`src/rtl/ibex_l2_rf_xfer_ctrl_if.sv`:
```
// Bus bundle between the spill/fill engine, the core request logic, the main
// register file and the L2 register file.
//
// Handshake: spill_req_i / fill_req_i are level requests with no ready.
// The engine samples them only while idle. busy_o is the acknowledgement:
// it rises the cycle after a request is taken and stays high until the
// transfer has finished. done_o pulses for one cycle at the end. A request
// that is still high when busy_o falls starts another transfer.
// The RF and L2 ports are plain register-file ports: combinational read
// data, and a write on every clock edge where the write enable is high.
interface ibex_l2_rf_xfer_ctrl_if #(
  parameter int unsigned DataWidth = 32
);

  logic                 spill_req_i;
  logic                 fill_req_i;
  logic                 busy_o;
  logic                 done_o;

  logic [4:0]           rf_raddr_o;
  logic [DataWidth-1:0] rf_rdata_i;
  logic [4:0]           rf_waddr_o;
  logic [DataWidth-1:0] rf_wdata_o;
  logic                 rf_we_o;

  logic [4:0]           l2_addr_o;
  logic [DataWidth-1:0] l2_wdata_o;
  logic                 l2_we_o;
  logic [DataWidth-1:0] l2_rdata_i;

  // Engine side: drives both register-file ports and the status flags.
  modport master (
    input  spill_req_i,
    input  fill_req_i,
    output busy_o,
    output done_o,
    output rf_raddr_o,
    input  rf_rdata_i,
    output rf_waddr_o,
    output rf_wdata_o,
    output rf_we_o,
    output l2_addr_o,
    output l2_wdata_o,
    output l2_we_o,
    input  l2_rdata_i
  );

  // Environment side: core request logic plus the two register files.
  modport slave (
    output spill_req_i,
    output fill_req_i,
    input  busy_o,
    input  done_o,
    input  rf_raddr_o,
    output rf_rdata_i,
    input  rf_waddr_o,
    input  rf_wdata_o,
    input  rf_we_o,
    input  l2_addr_o,
    input  l2_wdata_o,
    input  l2_we_o,
    output l2_rdata_i
  );

endinterface

```
`src/rtl/ibex_l2_rf_xfer_ctrl.sv`:
```
// Context spill/fill engine between the main register file and the L2
// register file. A spill copies x[FirstReg..LastReg] from the main RF into
// the L2 RF, and a fill copies them back, one register per cycle. The read
// data is captured in a single pipeline register before it is written, so
// there is no combinational path from one file's read port to the other
// file's write port.
module ibex_l2_rf_xfer_ctrl #(
  parameter int unsigned DataWidth = 32,
  parameter int unsigned FirstReg  = 1,
  parameter int unsigned LastReg   = 27
) (
  input  logic                          clk_i,
  input  logic                          rst_ni,
  ibex_l2_rf_xfer_ctrl_if.master        bus,
  // Current FSM state, for debug and checker binding.
  output logic [1:0]                    state_dbg_o
);

  // The L2 file holds indices 1..27. This keeps the 5-bit index from ever
  // wrapping.
  if (FirstReg < 1 || FirstReg > LastReg || LastReg > 27) begin : gen_bad_params
    $error("ibex_l2_rf_xfer_ctrl: need 1 <= FirstReg <= LastReg <= 27");
  end

  typedef enum logic [1:0] {
    IDLE  = 2'd0,
    XFER  = 2'd1,
    DRAIN = 2'd2,
    DONE  = 2'd3
  } state_e;

  typedef enum logic {
    DIR_SPILL = 1'b0,
    DIR_FILL  = 1'b1
  } dir_e;

  localparam logic [4:0] FirstIdx = 5'(FirstReg);
  localparam logic [4:0] LastIdx  = 5'(LastReg);

  state_e               state_q, state_d;
  dir_e                 dir_q;
  logic [4:0]           idx_q;
  logic                 pipe_vld_q;
  logic [4:0]           pipe_addr_q;
  logic [DataWidth-1:0] pipe_data_q;
  logic [DataWidth-1:0] rdata_sel;
  logic                 write_active;

  // State register.
  always_ff @(posedge clk_i or negedge rst_ni) begin
    if (!rst_ni) begin
      state_q <= IDLE;
    end else begin
      state_q <= state_d;
    end
  end

  // Next-state logic. Requests are looked at only in IDLE, so any request
  // raised during a transfer is dropped rather than queued.
  always_comb begin
    state_d = state_q;
    case (state_q)
      IDLE: begin
        if (bus.spill_req_i || bus.fill_req_i) begin
          state_d = XFER;
        end
      end
      XFER: begin
        if (idx_q == LastIdx) begin
          state_d = DRAIN;
        end
      end
      DRAIN:   state_d = DONE;
      DONE:    state_d = IDLE;
      default: state_d = IDLE;
    endcase
  end

  // Source select for the read side. A spill reads the main RF, and a fill
  // reads the L2 RF.
  always_comb begin
    rdata_sel = (dir_q == DIR_SPILL) ? bus.rf_rdata_i : bus.l2_rdata_i;
  end

  // Direction, read index and pipeline register. Spill wins when both
  // requests are high. idx stops at LastReg and reloads FirstReg in DONE.
  always_ff @(posedge clk_i or negedge rst_ni) begin
    if (!rst_ni) begin
      dir_q       <= DIR_SPILL;
      idx_q       <= FirstIdx;
      pipe_vld_q  <= 1'b0;
      pipe_addr_q <= 5'd0;
      pipe_data_q <= '0;
    end else begin
      case (state_q)
        IDLE: begin
          if (bus.spill_req_i) begin
            dir_q <= DIR_SPILL;
            idx_q <= FirstIdx;
          end else if (bus.fill_req_i) begin
            dir_q <= DIR_FILL;
            idx_q <= FirstIdx;
          end
        end
        XFER: begin
          pipe_data_q <= rdata_sel;
          pipe_addr_q <= idx_q;
          pipe_vld_q  <= 1'b1;
          if (idx_q != LastIdx) begin
            idx_q <= idx_q + 5'd1;
          end
        end
        DRAIN: begin
          pipe_vld_q <= 1'b0;
        end
        DONE: begin
          idx_q <= FirstIdx;
        end
        default: begin
          pipe_vld_q <= 1'b0;
        end
      endcase
    end
  end

  // Port drive. Everything defaults to 0, so idle and unused-direction
  // outputs stay quiet. The L2 address is never wanted twice in one cycle:
  // a spill only writes L2 and a fill only reads it.
  always_comb begin
    bus.rf_raddr_o = 5'd0;
    bus.rf_waddr_o = 5'd0;
    bus.rf_wdata_o = '0;
    bus.rf_we_o    = 1'b0;
    bus.l2_addr_o  = 5'd0;
    bus.l2_wdata_o = '0;
    bus.l2_we_o    = 1'b0;

    write_active = ((state_q == XFER) || (state_q == DRAIN)) && pipe_vld_q;

    if (state_q == XFER) begin
      if (dir_q == DIR_SPILL) begin
        bus.rf_raddr_o = idx_q;
      end else begin
        bus.l2_addr_o = idx_q;
      end
    end

    if (write_active) begin
      if (dir_q == DIR_SPILL) begin
        bus.l2_addr_o  = pipe_addr_q;
        bus.l2_wdata_o = pipe_data_q;
        bus.l2_we_o    = 1'b1;
      end else begin
        bus.rf_waddr_o = pipe_addr_q;
        bus.rf_wdata_o = pipe_data_q;
        bus.rf_we_o    = 1'b1;
      end
    end
  end

  // Status flags decoded straight from the state, so reset clears them at once.
  always_comb begin
    bus.busy_o  = (state_q != IDLE);
    bus.done_o  = (state_q == DONE);
    state_dbg_o = state_q;
  end

endmodule

```
`src/flat_wrapper.sv`:
```
// flat-port wrapper written by rule: the top's interface ports become plain ports
module ibex_l2_rf_xfer_ctrl_flat 
#(
  parameter int unsigned DataWidth = 32,
  parameter int unsigned FirstReg  = 1,
  parameter int unsigned LastReg   = 27
)
  (clk_i, rst_ni, state_dbg_o, bus_spill_req_i, bus_fill_req_i, bus_busy_o, bus_done_o, bus_rf_raddr_o, bus_rf_rdata_i, bus_rf_waddr_o, bus_rf_wdata_o, bus_rf_we_o, bus_l2_addr_o, bus_l2_wdata_o, bus_l2_we_o, bus_l2_rdata_i);
  ibex_l2_rf_xfer_ctrl_if #(.DataWidth(DataWidth)) bus_i ();
  input  logic clk_i;
  input  logic rst_ni;
  output logic [1:0] state_dbg_o;
  input wire logic [$bits(bus_i.spill_req_i)-1:0] bus_spill_req_i;
  input wire logic [$bits(bus_i.fill_req_i)-1:0] bus_fill_req_i;
  output wire logic [$bits(bus_i.busy_o)-1:0] bus_busy_o;
  output wire logic [$bits(bus_i.done_o)-1:0] bus_done_o;
  output wire logic [$bits(bus_i.rf_raddr_o)-1:0] bus_rf_raddr_o;
  input wire logic [$bits(bus_i.rf_rdata_i)-1:0] bus_rf_rdata_i;
  output wire logic [$bits(bus_i.rf_waddr_o)-1:0] bus_rf_waddr_o;
  output wire logic [$bits(bus_i.rf_wdata_o)-1:0] bus_rf_wdata_o;
  output wire logic [$bits(bus_i.rf_we_o)-1:0] bus_rf_we_o;
  output wire logic [$bits(bus_i.l2_addr_o)-1:0] bus_l2_addr_o;
  output wire logic [$bits(bus_i.l2_wdata_o)-1:0] bus_l2_wdata_o;
  output wire logic [$bits(bus_i.l2_we_o)-1:0] bus_l2_we_o;
  input wire logic [$bits(bus_i.l2_rdata_i)-1:0] bus_l2_rdata_i;
  assign bus_i.spill_req_i = bus_spill_req_i;
  assign bus_i.fill_req_i = bus_fill_req_i;
  assign bus_busy_o = bus_i.busy_o;
  assign bus_done_o = bus_i.done_o;
  assign bus_rf_raddr_o = bus_i.rf_raddr_o;
  assign bus_i.rf_rdata_i = bus_rf_rdata_i;
  assign bus_rf_waddr_o = bus_i.rf_waddr_o;
  assign bus_rf_wdata_o = bus_i.rf_wdata_o;
  assign bus_rf_we_o = bus_i.rf_we_o;
  assign bus_l2_addr_o = bus_i.l2_addr_o;
  assign bus_l2_wdata_o = bus_i.l2_wdata_o;
  assign bus_l2_we_o = bus_i.l2_we_o;
  assign bus_i.l2_rdata_i = bus_l2_rdata_i;
  ibex_l2_rf_xfer_ctrl #(.DataWidth(DataWidth), .FirstReg(FirstReg), .LastReg(LastReg)) u_core (.clk_i(clk_i), .rst_ni(rst_ni), .bus(bus_i), .state_dbg_o(state_dbg_o));
endmodule
```
`config.mk`:
```
export PLATFORM = sky130hd
export DESIGN_NAME = ibex_l2_rf_xfer_ctrl_flat
export DESIGN_NICKNAME = d
export VERILOG_FILES = /design/src/rtl/ibex_l2_rf_xfer_ctrl_if.sv /design/src/rtl/ibex_l2_rf_xfer_ctrl.sv /design/src/flat_wrapper.sv
export SDC_FILE = /design/constraint.sdc
export NUM_CORES = 1
export LEC_CHECK = 0
export CORE_UTILIZATION = 28
export CTS_BUF_LIST = sky130_fd_sc_hd__clkbuf_8 sky130_fd_sc_hd__clkbuf_16
export DETAILED_ROUTE_END_ITERATION = 12
export PLACE_DENSITY = 0.66
export SYNTH_ARGS = -nofsm -noshare
export SYNTH_HDL_FRONTEND = slang
export SYNTH_SLANG_ARGS = --single-unit
```
`constraint.sdc`:
```
create_clock -name clk_i -period 1.7 [get_ports clk_i]
set_input_delay 0.255 -clock clk_i [delete_from_list [all_inputs] [get_ports clk_i]]
set_output_delay 0.255 -clock clk_i [all_outputs]
set_load 0.005 [all_outputs]
```
Word-level counts from Yosys, hierarchy flattened. Cells that the tools add are included.

Flip-flop bits (word level): 46.

Add/subtract/negate cells: 1. Equality and inequality tests: 9. Multiplexer cells: 27. Reduce and logical (&&, ||, !) cells: 11.

Operator list (count): $mux W32 (5); $mux W5 (11); $pmux W5 S3 (1); $pmux W2 S4 (1); $mux W1 (6); $ne A2 B1 Y1 const B (3); $reduce_bool A2 Y1 (3); $add A5 B1 Y5 const B (1); $eq A5 B5 Y1 const B (1); $ne A5 B5 Y1 const B (1); $eq A2 B2 Y1 const B (2); $mux W2 (2); $reduce_and A2 Y1 (2); $ne A3 B3 Y1 const B (1); $reduce_and A3 Y1 (1); $reduce_bool A3 Y1 (1); $eq A2 B1 Y1 const B (1); $logic_not A2 Y1 (1); $logic_or A1 B1 Y1 (2); $pmux W1 S2 (1); $logic_and A1 B1 Y1 (1).

Depth between registers and ports, before layout. Gate-level depths: netlist (run 1).

Depth after elaboration: 4. Mapped depth: 7. Gate-level depth less buffers: 5.

Least setup slack after synthesis (run 1). Ideal clock, no wire load.

Path kind: register -> output. From: register u_core.state_q[0] (netlist: u_core.state_dbg_o[0]). To: output bus_rf_wdata_o[10]. Arrival: 1.433 ns. Slack: 0.012 ns. Cell stages (with the launch flop): 7. Path buffers: 2. Cells stage by stage: dfrtp_1 inv_1 ha_1 and3_1 buf_2 clkbuf_2 and2_1.

Longest elaborated chain between the ends: 4.

Ends and longest elaborated chain: from (decl) (RTL line ibex_l2_rf_xfer_ctrl.sv:40) `state_e state_q, state_d;`; from (signal assigned) (RTL line ibex_l2_rf_xfer_ctrl.sv:54) `state_q <= state_d;`; $eq A2 B1 Y1 / $eq A2 B2 Y1 (equally long branches) (RTL line ibex_l2_rf_xfer_ctrl.sv:138) `write_active = ((state_q == XFER) || (state_q == DRAIN)) && pipe_vld_q;`; $logic_or A1 B1 Y1 * (RTL line ibex_l2_rf_xfer_ctrl.sv:138); $logic_and A1 B1 Y1 * (RTL line ibex_l2_rf_xfer_ctrl.sv:138); $mux W32 * (RTL line ibex_l2_rf_xfer_ctrl.sv:148) `if (write_active) begin`; to (decl) (RTL line flat_wrapper.sv:20) `output wire logic [$bits(bus_i.rf_wdata_o)-1:0] bus_rf_wdata_o;`.

Every way passes the cells marked *; elsewhere a longest branch is shown, timed or not.

Worst setup path after layout (run 1).
From: register u_core.state_q[0] (netlist: u_core.state_dbg_o[0]). To: output bus_rf_wdata_o[16].

The elaborated chain is that of the path after synthesis.

==> results of run 1 <==
## cell usage after synthesis (all sizes together)
master   n
o31ai    1
a32o     5
nand3    1
clkbuf   6
a211oi   1
nor3b    2
buf     16
and2    74
nand2    5
or2      1
o221ai   3
nor4b    1
nor2b    2
inv      9
mux2i   34
ha       6
and3     3
a21oi   35
nand3b   2
nand4b   2
mux2     2
o21ai    8
dfrtp   45
nor2    34
dfstp    1
## power by group through the flow
stage / Clock, W / Sequential, W / Combinational [W]
4_1_cts: 0.000658 / 0.00200 / 0.00721
3_5_place_dp: 0 / 0.00196 / 0.00529
5_1_grt: 0.000691 / 0.00219 / 0.00902
6_report: 0.000633 / 0.00214 / 0.00848
2_1_floorplan: 0 / 0.00185 / 0.00262
3_3_place_gp: 0 / 0.00194 / 0.00519
## how the worst min path moves through the flow
stage,cells past startpoint,endpoint,slack (ns),startpoint
global placement,1,u_core.pipe_data_q[21],0.20,rst_ni
CTS,2,u_core.pipe_addr_q[3],0.43,rst_ni
floorplan,0,u_core.dir_q,-0.04,rst_ni
detailed placement,1,u_core.pipe_data_q[15],0.20,rst_ni
finish,2,u_core.state_dbg_o[1],0.43,rst_ni
global route,2,u_core.pipe_addr_q[2],0.46,rst_ni
## layout make-up
class | count | area (um^2) | share of cell area [%]
timing repair buffer | 208 | 2300 | 41.2
clock buffer | 5 | 68.8 | 1.23
inverter | 9 | 33.8 | 0.605
sequential | 46 | 1150 | 20.7
tap | 133 | 166 | 2.98
clock inverter | 2 | 7.51 | 0.135
multi-input combinational | 222 | 1850 | 33.2
## per-layer routing
| metal | vias to the layer above | wire [um] | track usage (%) |
|---|---|---|---|
| met1 | 1403 | 4060 | 21.2 |
| met3 | 17 | 745 | 2.80 |
| met2 | 121 | 5630 | 36.8 |
| li1 | 1396 | - | - |
| met4 | 0 | 222 | 2.64 |
| met5 | - | 0 | 0 |
## critical path, stage by stage (launching register included)
cell     delay [ns]
dfrtp_1        0.38
inv_2          0.06
ha_4           0.30
and3_4         0.24
buf_6          0.13
buf_8          0.12
buf_6          0.10
and2_4         0.13
buf_6          0.08
## cell families (layout without fill, tap and decap cells)
kind of cell / count (synthesis) / count (layout)
flops: 46 / 46
buf+inv: 31 / 224
mux: 36 / 36
simple gates: 127 / 127
compound gates: 53 / 53
fa+ha+maj: 6 / 6
## flip-flops by register name, summed over array words and instances (netlist names)
signal              flops
u_core.pipe_addr_q      5
u_core.pipe_vld_q       1
u_core.idx_q            5
u_core.pipe_data_q     32
u_core.state_dbg_o      2
u_core.dir_q            1
## timing repair
action | in CTS | in global routing
hold buffers | 1 | 0
setup endpoints to repair | 106 | 97
pin swaps | 52 | 10
cloned | 10 | 3
setup buffers | 13 | 13
gates resized for setup | 431 | 131
hold endpoints to repair | 15 | 0
## per-stage QoR
step / hold slack, ns / cells / worst slack [ns] / power (W)
detailed placement: 0.201 / 584 / -0.398 / 0.00726
finish: 0.430 / 625 / -0.393 / 0.0113
global route: 0.463 / 625 / -0.442 / 0.0119
floorplan: -0.0406 / 299 / 0.0119 / 0.00447
global placement: 0.198 / 584 / -0.363 / 0.00713
CTS: 0.427 / 615 / -0.393 / 0.00987
==> flow_summary_export.csv, run 1 <==
group,metric,value,unit
run_status,outcome,"complete, but fails checks",
run_status,violations,"negative setup slack",
critical_path,rr_worst_depth,10,
layout,mostFrequentLayoutCells,"buf_6 (73), clkdlybuf4s50_1 (68), and2_4 (61)",
clock_tree,cts_sinks,46,
global_routing,overflow,0,
drt,dr.first_iter.drc_count,67,
logic_synthesis,synth.mux.area_fraction,13.1,%
drt,drc,0,
logic_synthesis,synth_seq_cells,46,
critical_path,cp.required,1.44,ns
logic_synthesis,synthAdderAreaFrac,2.69,%
floorplanning,row_count,36,
power_and_ir_drop,clkPwrFrac,5.6,%
power_and_ir_drop,seqPwrFrac,19.0,%
global_routing,grt_pass1_vias,2862,
logic_synthesis,yosysTopAreaCellShare,40.3,%
logic_synthesis,synth_top_area_cell,"dfrtp_1",
floorplanning,die_area,0.0104,mm^2
sta,fin_crit_sh,123,%
power_and_ir_drop,sw_frac_of_total,37.2,%
global_routing,grt_max_degree,25,
logic_synthesis,syn_inst,299,
clock_tree,clk_latency,0.29,ns
logic_synthesis,syn_nets,373,
layout,nFillCells,846,
critical_path,worstSetupEndpoint,"bus_rf_wdata_o[16]",
clock_tree,cts_made_buffers,5,
power_and_ir_drop,ir_drop,0.818,mV
global_routing,antenna_found_initial,0,
place,hpwl,6230,um
logic_synthesis,synth_compound_area_share,11.1,%
sta,slew_viol_final,0,
power_and_ir_drop,p_int,0.00706,W
clock_tree,root_buffer,"clkbuf_8",
drt,drtAntennaViolNets,0,
clock_tree,path_clk_slew,0.09,ns
floorplanning,fp.coreArea,0.00973,mm^2
sta,clock_skew,0.00821,ns
global_routing,grt_pass1_wl,14700,um
min_path,min_path_type,"input port to async pin",
logic_synthesis,synth_cell_type_count,32,
critical_path,worstPathArrival,1.84,ns
sta,setup_tns,-25.36,ns
layout,nets,566,
drt,num_vias,2937,
drt,wl_per_cell,17.0,um
logic_synthesis,syn_avg_cell_area,9.35,um^2
logic_synthesis,synth.area.top_cells,"dfrtp_1 (40%), and2_1 (17%), mux2i_1 (12%)",
place,portBuffers,152,
sta,setup_viol,117,
critical_path,cp_max_fo,6,
critical_path,r2r_slack,-0.18,ns
logic_synthesis,synth_top_family_by_area,"simple AND/OR/NAND/NOR gates",
floorplanning,initial_core_util,28.7,%
power_and_ir_drop,comb_power_share,75.4,%
critical_path,crit_start,"u_core.state_dbg_o[0]",
sta,slew_headroom,73.4,%
power_and_ir_drop,p_sw,0.00419,W
logic_synthesis,netlist_area,0.00280,mm^2
critical_path,r2r-start,"u_core.state_dbg_o[1]",
floorplanning,dieHeight,102,um
layout,area_growth,99.6,%
floorplanning,io_pins,153,
clock_tree,cts_buffer_depth,2,
power_and_ir_drop,power_density,2020,mW/mm^2
drt,totalWireLength,10700,um
critical_path,critPathCaptureType,"output port",
critical_path,crit_type,"register to output port",
layout,utilization,57.4,%
place,placed_area,0.00453,mm^2
sta,fin_crit,2.09,ns
clock_tree,cts_tree,"built",
logic_synthesis,synth-simple-area-share,26.3,%
clock_tree,cts.htree.levels,2,
sta,worst_pin_slew,0.399,ns
global_routing,grt_usage,18.5,%
logic_synthesis,yosys_warnings,0,
sta,rsz0062_at_grt,"true",
drt,dr.pass1.iters,4,
logic_synthesis,synthXorXnorAreaFrac,0,%
drt,drt-vias-per-instance,4.70,
layout,final_common_cell,"buf_6",
floorplanning,die_w,102,um
logic_synthesis,synth_seq_area_share,41.2,%
critical_path,start_kind,"register",
sta,clock.fmax,478,MHz
sta,fin_ws,-0.393,ns
critical_path,reg2reg_to,"u_core.state_dbg_o[1]",
sta,hold_violations,0,
power_and_ir_drop,p_leak,2.59,nW
layout,diodes,0,
layout,final_cell_area,0.00558,mm^2
layout,drive_gt1_share,51.4,%
place,place_congestion,0.781,
run,drv_cap,0,
(Power assumes the default switching activity.)
==> run 2: changes to the inputs <==
--- a/config.mk
+++ b/config.mk
@@ -8,7 +8,9 @@
 export CORE_UTILIZATION = 28
 export CTS_BUF_LIST = sky130_fd_sc_hd__clkbuf_8 sky130_fd_sc_hd__clkbuf_16
 export DETAILED_ROUTE_END_ITERATION = 12
+export GPL_TIMING_DRIVEN = 0
 export PLACE_DENSITY = 0.66
+export SLEW_MARGIN = 10
 export SYNTH_ARGS = -nofsm -noshare
 export SYNTH_HDL_FRONTEND = slang
 export SYNTH_SLANG_ARGS = --single-unit
==> constraint.sdc (replaced) <==
create_clock -name clk_i -period 2.1 [get_ports clk_i]
set_input_delay 0.315 -clock clk_i [delete_from_list [all_inputs] [get_ports clk_i]]
set_output_delay 0.315 -clock clk_i [all_outputs]
set_load 0.005 [all_outputs]
==> flow_summary_export.csv, run 2 (same netlist as run 1, synthesis figures left out) <==
group,metric,value,unit
run_status,outcome,"complete, but fails checks",
run_status,violations,"negative setup slack",
sta,slew_viol_final,0,
layout,area_growth,79.4,%
power_and_ir_drop,p_leak,2.45,nW
global_routing,grt_usage,18.6,%
clock_tree,cts_tree,"built",
sta,fin_crit_sh,105,%
clock_tree,cts_sinks,46,
sta,slew_headroom,60.1,%
global_routing,antenna_found_initial,0,
sta,fin_ws,-0.104,ns
layout,final_common_cell,"clkdlybuf4s50_1",
floorplanning,initial_core_util,28.7,%
drt,drt-vias-per-instance,4.57,
drt,totalWireLength,9650,um
clock_tree,clk_latency,0.30,ns
critical_path,start_kind,"register",
drt,num_vias,2849,
layout,drive_gt1_share,40.8,%
clock_tree,cts.htree.levels,2,
floorplanning,dieHeight,102,um
global_routing,grt_max_degree,25,
critical_path,rr_worst_depth,4,
place,pre_cts_slack,-0.493,ns
critical_path,worstSetupEndpoint,"bus_l2_wdata_o[5]",
layout,mostFrequentLayoutCells,"clkdlybuf4s50_1 (70), buf_6 (59), dfrtp_1 (45)",
place,placed_area,0.00450,mm^2
run,drv_cap,0,
layout,final_cell_area,0.00501,mm^2
min_path,min_path_type,"input port to async pin",
sta,fin_crit,2.20,ns
critical_path,r2r_slack,0.40,ns
drt,dr.pass1.iters,4,
sta,clock_skew,0.00644,ns
critical_path,cp.required,1.78,ns
critical_path,crit_type,"register to output port",
place,portBuffers,152,
floorplanning,die_w,102,um
layout,largest-register,"u_core.pipe_data_q",
drt,wl_per_cell,15.5,um
critical_path,crit_start,"u_core.state_dbg_o[1]",
critical_path,r2r-start,"u_core.idx_q[0]",
critical_path,critPathCaptureType,"output port",
floorplanning,io_pins,153,
critical_path,reg2reg_to,"u_core.state_dbg_o[1]",
floorplanning,fp.coreArea,0.00973,mm^2
global_routing,overflow,0,
clock_tree,ctsHoldBuffers,0,
layout,nets,563,
sta,worst_pin_slew,0.599,ns
clock_tree,cts_buffer_depth,2,
power_and_ir_drop,ir_drop,0.637,mV
sta,hold_violations,0,
critical_path,worstPathArrival,1.89,ns
sta,setup_viol,25,
drt,dr.first_iter.drc_count,55,
drt,drc,0,
sta,clock.fmax,454,MHz
drt,drtAntennaViolNets,0,
global_routing,grt_pass1_wl,14900,um
layout,reg_top3,"u_core.pipe_data_q x32, u_core.idx_q x5, u_core.pipe_addr_q x5",
layout,diodes,0,
sta,rsz0062_at_grt,"true",
place,hpwl,6810,um
critical_path,cp_max_fo,5,
clock_tree,cts_made_buffers,5,
power_and_ir_drop,power_density,1570,mW/mm^2
floorplanning,row_count,36,
global_routing,grt_pass1_vias,2886,
place,place_congestion,0.809,
layout,largest_register_ffs,32,
clock_tree,path_clk_slew,0.09,ns
clock_tree,root_buffer,"clkbuf_8",
floorplanning,die_area,0.0104,mm^2
[run 2: cell types whose count changed in the layout (fill, tap and decap cells not counted), moves of 14 or more]
cell	delta
buf_6	-14
and2_1	+17
nor2_2	-16
nor2_1	+25
and2_4	-17
clkbuf_2	+20
[run 2: worst min-delay path by stage]
| stage | start | endpoint | cells after the start |
|---|---|---|---|
| after floorplan | rst_ni | u_core.dir_q | 0 |
| after global placement | u_core.idx_q[0] | u_core.idx_q[0] | 2 |
| after detailed placement | rst_ni | u_core.pipe_data_q[15] | 1 |
| after CTS | rst_ni | u_core.idx_q[1] | 1 |
| after global routing | rst_ni | u_core.pipe_data_q[11] | 1 |
| final | rst_ni | u_core.pipe_data_q[15] | 1 |
[run 2: per-layer routing]
layer / track usage [%] / wire [um]
met1: 23.9 / 4210
met2: 32.8 / 4770
met3: 3.35 / 632
met4: 3.52 / 44
met5: 0 / 0
[run 2: where the power goes]
part,total (W),switching [W],internal (W),leakage [nW]
logic,0.00562,0.00229,0.00333,1.87
registers,0.00160,0.000305,0.00129,0.529
clock network,0.000635,0.000302,0.000333,0.0575
total,0.00785,0.00290,0.00495,2.45
[run 2: repair_timing]
| action | CTS | global route |
|---|---|---|
| resized for setup | 353 | 86 |
| pin swaps | 41 | 2 |
| endpoints found under the setup margin | 81 | 79 |
| buffers inserted | 30 | 3 |
| cloned | 5 | 0 |
[run 2: area by class of cell]
type | count | area, um^2
fill | 964 | 4710
timing repair buffer | 186 | 1720
multi-input combinational | 222 | 1650
sequential | 46 | 1150
buffer | 19 | 179
tap | 133 | 166
clock buffer | 8 | 110
inverter | 9 | 33.8
[run 2: worst max-delay path, cell delays in order, from the launching register on]
cell	delay [ns]
dfrtp_1	0.37
inv_2	0.06
ha_4	0.30
nand2_4	0.05
nor2_4	0.12
buf_6	0.13
buf_6	0.11
clkbuf_16	0.13
buf_4	0.10
and2_4	0.12
buf_6	0.09
[run 2: stage by stage]
step,utilization (%),cells,total power (W),hold WS (ns),TNS (ns)
after floorplan,-,299,0.00361,0.0194,0
after global placement,46.1,584,0.00579,0.501,-58.75
after detailed placement,46.2,585,0.00588,0.353,-29.19
after CTS,51.0,628,0.00762,0.0219,-4.52
after global routing,51.5,623,0.00846,0.0404,-3.58
final,51.5,623,0.00785,0.0123,-0.714
==> run 3: changes to the inputs <==
--- a/config.mk
+++ b/config.mk
@@ -5,11 +5,11 @@
 export SDC_FILE = /design/constraint.sdc
 export NUM_CORES = 1
 export LEC_CHECK = 0
-export CORE_UTILIZATION = 28
+export CORE_UTILIZATION = 35
 export CTS_BUF_LIST = sky130_fd_sc_hd__clkbuf_8 sky130_fd_sc_hd__clkbuf_16
 export DETAILED_ROUTE_END_ITERATION = 12
 export GPL_TIMING_DRIVEN = 0
-export PLACE_DENSITY = 0.66
+export PLACE_DENSITY = 0.79
 export SLEW_MARGIN = 10
 export SYNTH_ARGS = -nofsm -noshare
 export SYNTH_HDL_FRONTEND = slang
==> flow_summary_export.csv, run 3 (same netlist as run 1, synthesis figures left out) <==
group,metric,value,unit
layout,final_cell_area,0.00505,mm^2
sta,worst_pin_slew,0.560,ns
clock_tree,cts.htree.levels,2,
critical_path,start_kind,"register",
global_routing,grt_max_degree,25,
layout,nets,573,
global_routing,grtUsageMet3,3.10,%
global_routing,overflow,0,
floorplanning,die_w,91.4,um
drt,drc,0,
critical_path,crit_buf_inv,6,
global_routing,use_met1,27.8,%
floorplanning,row_count,32,
critical_path,r2r_slack,0.40,ns
layout,area_growth,80.7,%
layout,diodes,0,
layout,final_common_cell,"clkdlybuf4s50_1",
layout,reg_top3,"u_core.pipe_data_q x32, u_core.idx_q x5, u_core.pipe_addr_q x5",
drt,num_vias,2914,
sta,hold_violations,0,
sta,setup_viol,30,
layout,mostFrequentLayoutCells,"clkdlybuf4s50_1 (70), buf_6 (65), dfrtp_1 (45)",
global_routing,grt-busiest-layer,"met2",
drt,dr.first_iter.drc_count,74,
critical_path,r2r-start,"u_core.idx_q[0]",
global_routing,use_met2,44.6,%
floorplanning,io_pins,153,
power_and_ir_drop,ir_drop,0.609,mV
place,placed_cells_incl_taps,554,
clock_tree,cts_sinks,46,
sta,fin_ws,-0.109,ns
floorplanning,dieHeight,91.4,um
sta,fin_crit,2.21,ns
clock_tree,root_buffer,"clkbuf_8",
sta,slew_headroom,62.7,%
clock_tree,cts_made_buffers,5,
layout,largest_register_ffs,32,
critical_path,path_common_cell,"buf_6",
layout,drive_gt1_share,40.5,%
drt,totalWireLength,9460,um
critical_path,crit_chain,"inv_2, ha_4, and3_4, buf_6, buf_8, buf_6, buf_6, and2_4, buf_6",
critical_path,crit_type,"register to output port",
sta,slew_viol_final,0,
drt,drt-vias-per-instance,4.85,
power_and_ir_drop,p_leak,2.50,nW
critical_path,reg2reg_to,"u_core.state_dbg_o[1]",
layout,largest-register,"u_core.pipe_data_q",
sta,fin_crit_sh,105,%
drt,drtAntennaViolNets,0,
critical_path,critPathCaptureType,"output port",
critical_path,critPathMaxStageDelay,0.40,ns
floorplanning,initial_core_util,36.2,%
floorplanning,fp.coreArea,0.00773,mm^2
place,hpwl,6540,um
run_status,outcome,"complete, but fails checks",
sta,rsz0062_at_grt,"true",
critical_path,cp.depth,9,
layout,final_cells,601,
floorplanning,die_area,0.00835,mm^2
clock_tree,cts_buffer_depth,2,
run_status,violations,"negative setup slack",
place,place_congestion,0.729,
run,drv_cap,0,
place,placed_area,0.00446,mm^2
critical_path,slowest_stage,"dfrtp_1",
global_routing,antenna_found_initial,0,
global_routing,grt_pass1_wl,15500,um
place,portBuffers,152,
critical_path,crit_family,"buffers and inverters",
power_and_ir_drop,power_density,1570,mW/mm^2
clock_tree,path_clk_slew,0.09,ns
global_routing,grt_pass1_vias,3082,
drt,wl_per_cell,15.7,um
sta,clock_skew,0.00710,ns
critical_path,rr_worst_depth,4,
clock_tree,clk_latency,0.29,ns
min_path,min_path_type,"input port to async pin",
critical_path,worstPathArrival,1.89,ns
sta,clock.fmax,453,MHz
clock_tree,cts_tree,"built",
critical_path,cp.required,1.78,ns
drt,dr.pass1.iters,4,
global_routing,grt_usage,23.2,%
critical_path,cp_max_fo,5,
power_and_ir_drop,finalPower,0.00796,W
## run 3: where the power goes
group / switching [W] / total, W / internal [W] / leakage, nW
sequential: 0.000309 / 0.00160 / 0.00129 / 0.529
clock: 0.000294 / 0.000515 / 0.000221 / 0.0466
combinational: 0.00233 / 0.00584 / 0.00351 / 1.92
total: 0.00293 / 0.00796 / 0.00502 / 2.50
## run 3: area by class of cell
type | instances | area, um^2
buffer | 22 | 225
clock buffer | 5 | 68.8
clock inverter | 2 | 7.51
fill | 624 | 2680
inverter | 9 | 33.8
multi-input combinational | 222 | 1650
sequential | 46 | 1150
tap | 102 | 128
timing repair buffer | 193 | 1790
## run 3: worst max-delay path by stage
stage,to,from,slack (ns)
finish,bus_rf_wdata_o[15],u_core.state_dbg_o[0],-0.11
global route,bus_l2_wdata_o[6],u_core.state_dbg_o[1],-0.15
CTS,bus_rf_wdata_o[10],u_core.state_dbg_o[1],-0.16
detailed placement,bus_l2_wdata_o[8],u_core.state_dbg_o[0],-0.49
global placement,u_core.pipe_data_q[11],rst_ni,-0.60
floorplan,bus_rf_wdata_o[10],u_core.state_dbg_o[0],0.35
## run 3: through the flow
| stage | setup TNS [ns] | setup WS [ns] | utilization (%) | hold WS, ns |
|---|---|---|---|---|
| floorplan | 0 | 0.352 | - | 0.0194 |
| global placement | -52.86 | -0.599 | 57.5 | 0.504 |
| detailed placement | -26.65 | -0.488 | 57.7 | 0.336 |
| CTS | -3.03 | -0.159 | 65.3 | 0.0195 |
| global route | -3.85 | -0.152 | 65.4 | 0.0479 |
| finish | -1.35 | -0.109 | 65.4 | 0.00572 |
## run 3: timing repair
action | CTS | global route
setup buffers | 39 | 5
pin swaps | 35 | 3
hold buffers | 0 | 0
cloned | 4 | 0
resized for setup | 385 | 60
endpoints found under the setup margin | 81 | 72
## run 3: metal layers
metal / routed length (um) / vias to the layer above
met5: 0 / -
met3: 407 / 4
li1: - / 1401
met2: 5020 / 89
met1: 3990 / 1420
met4: 34 / 0
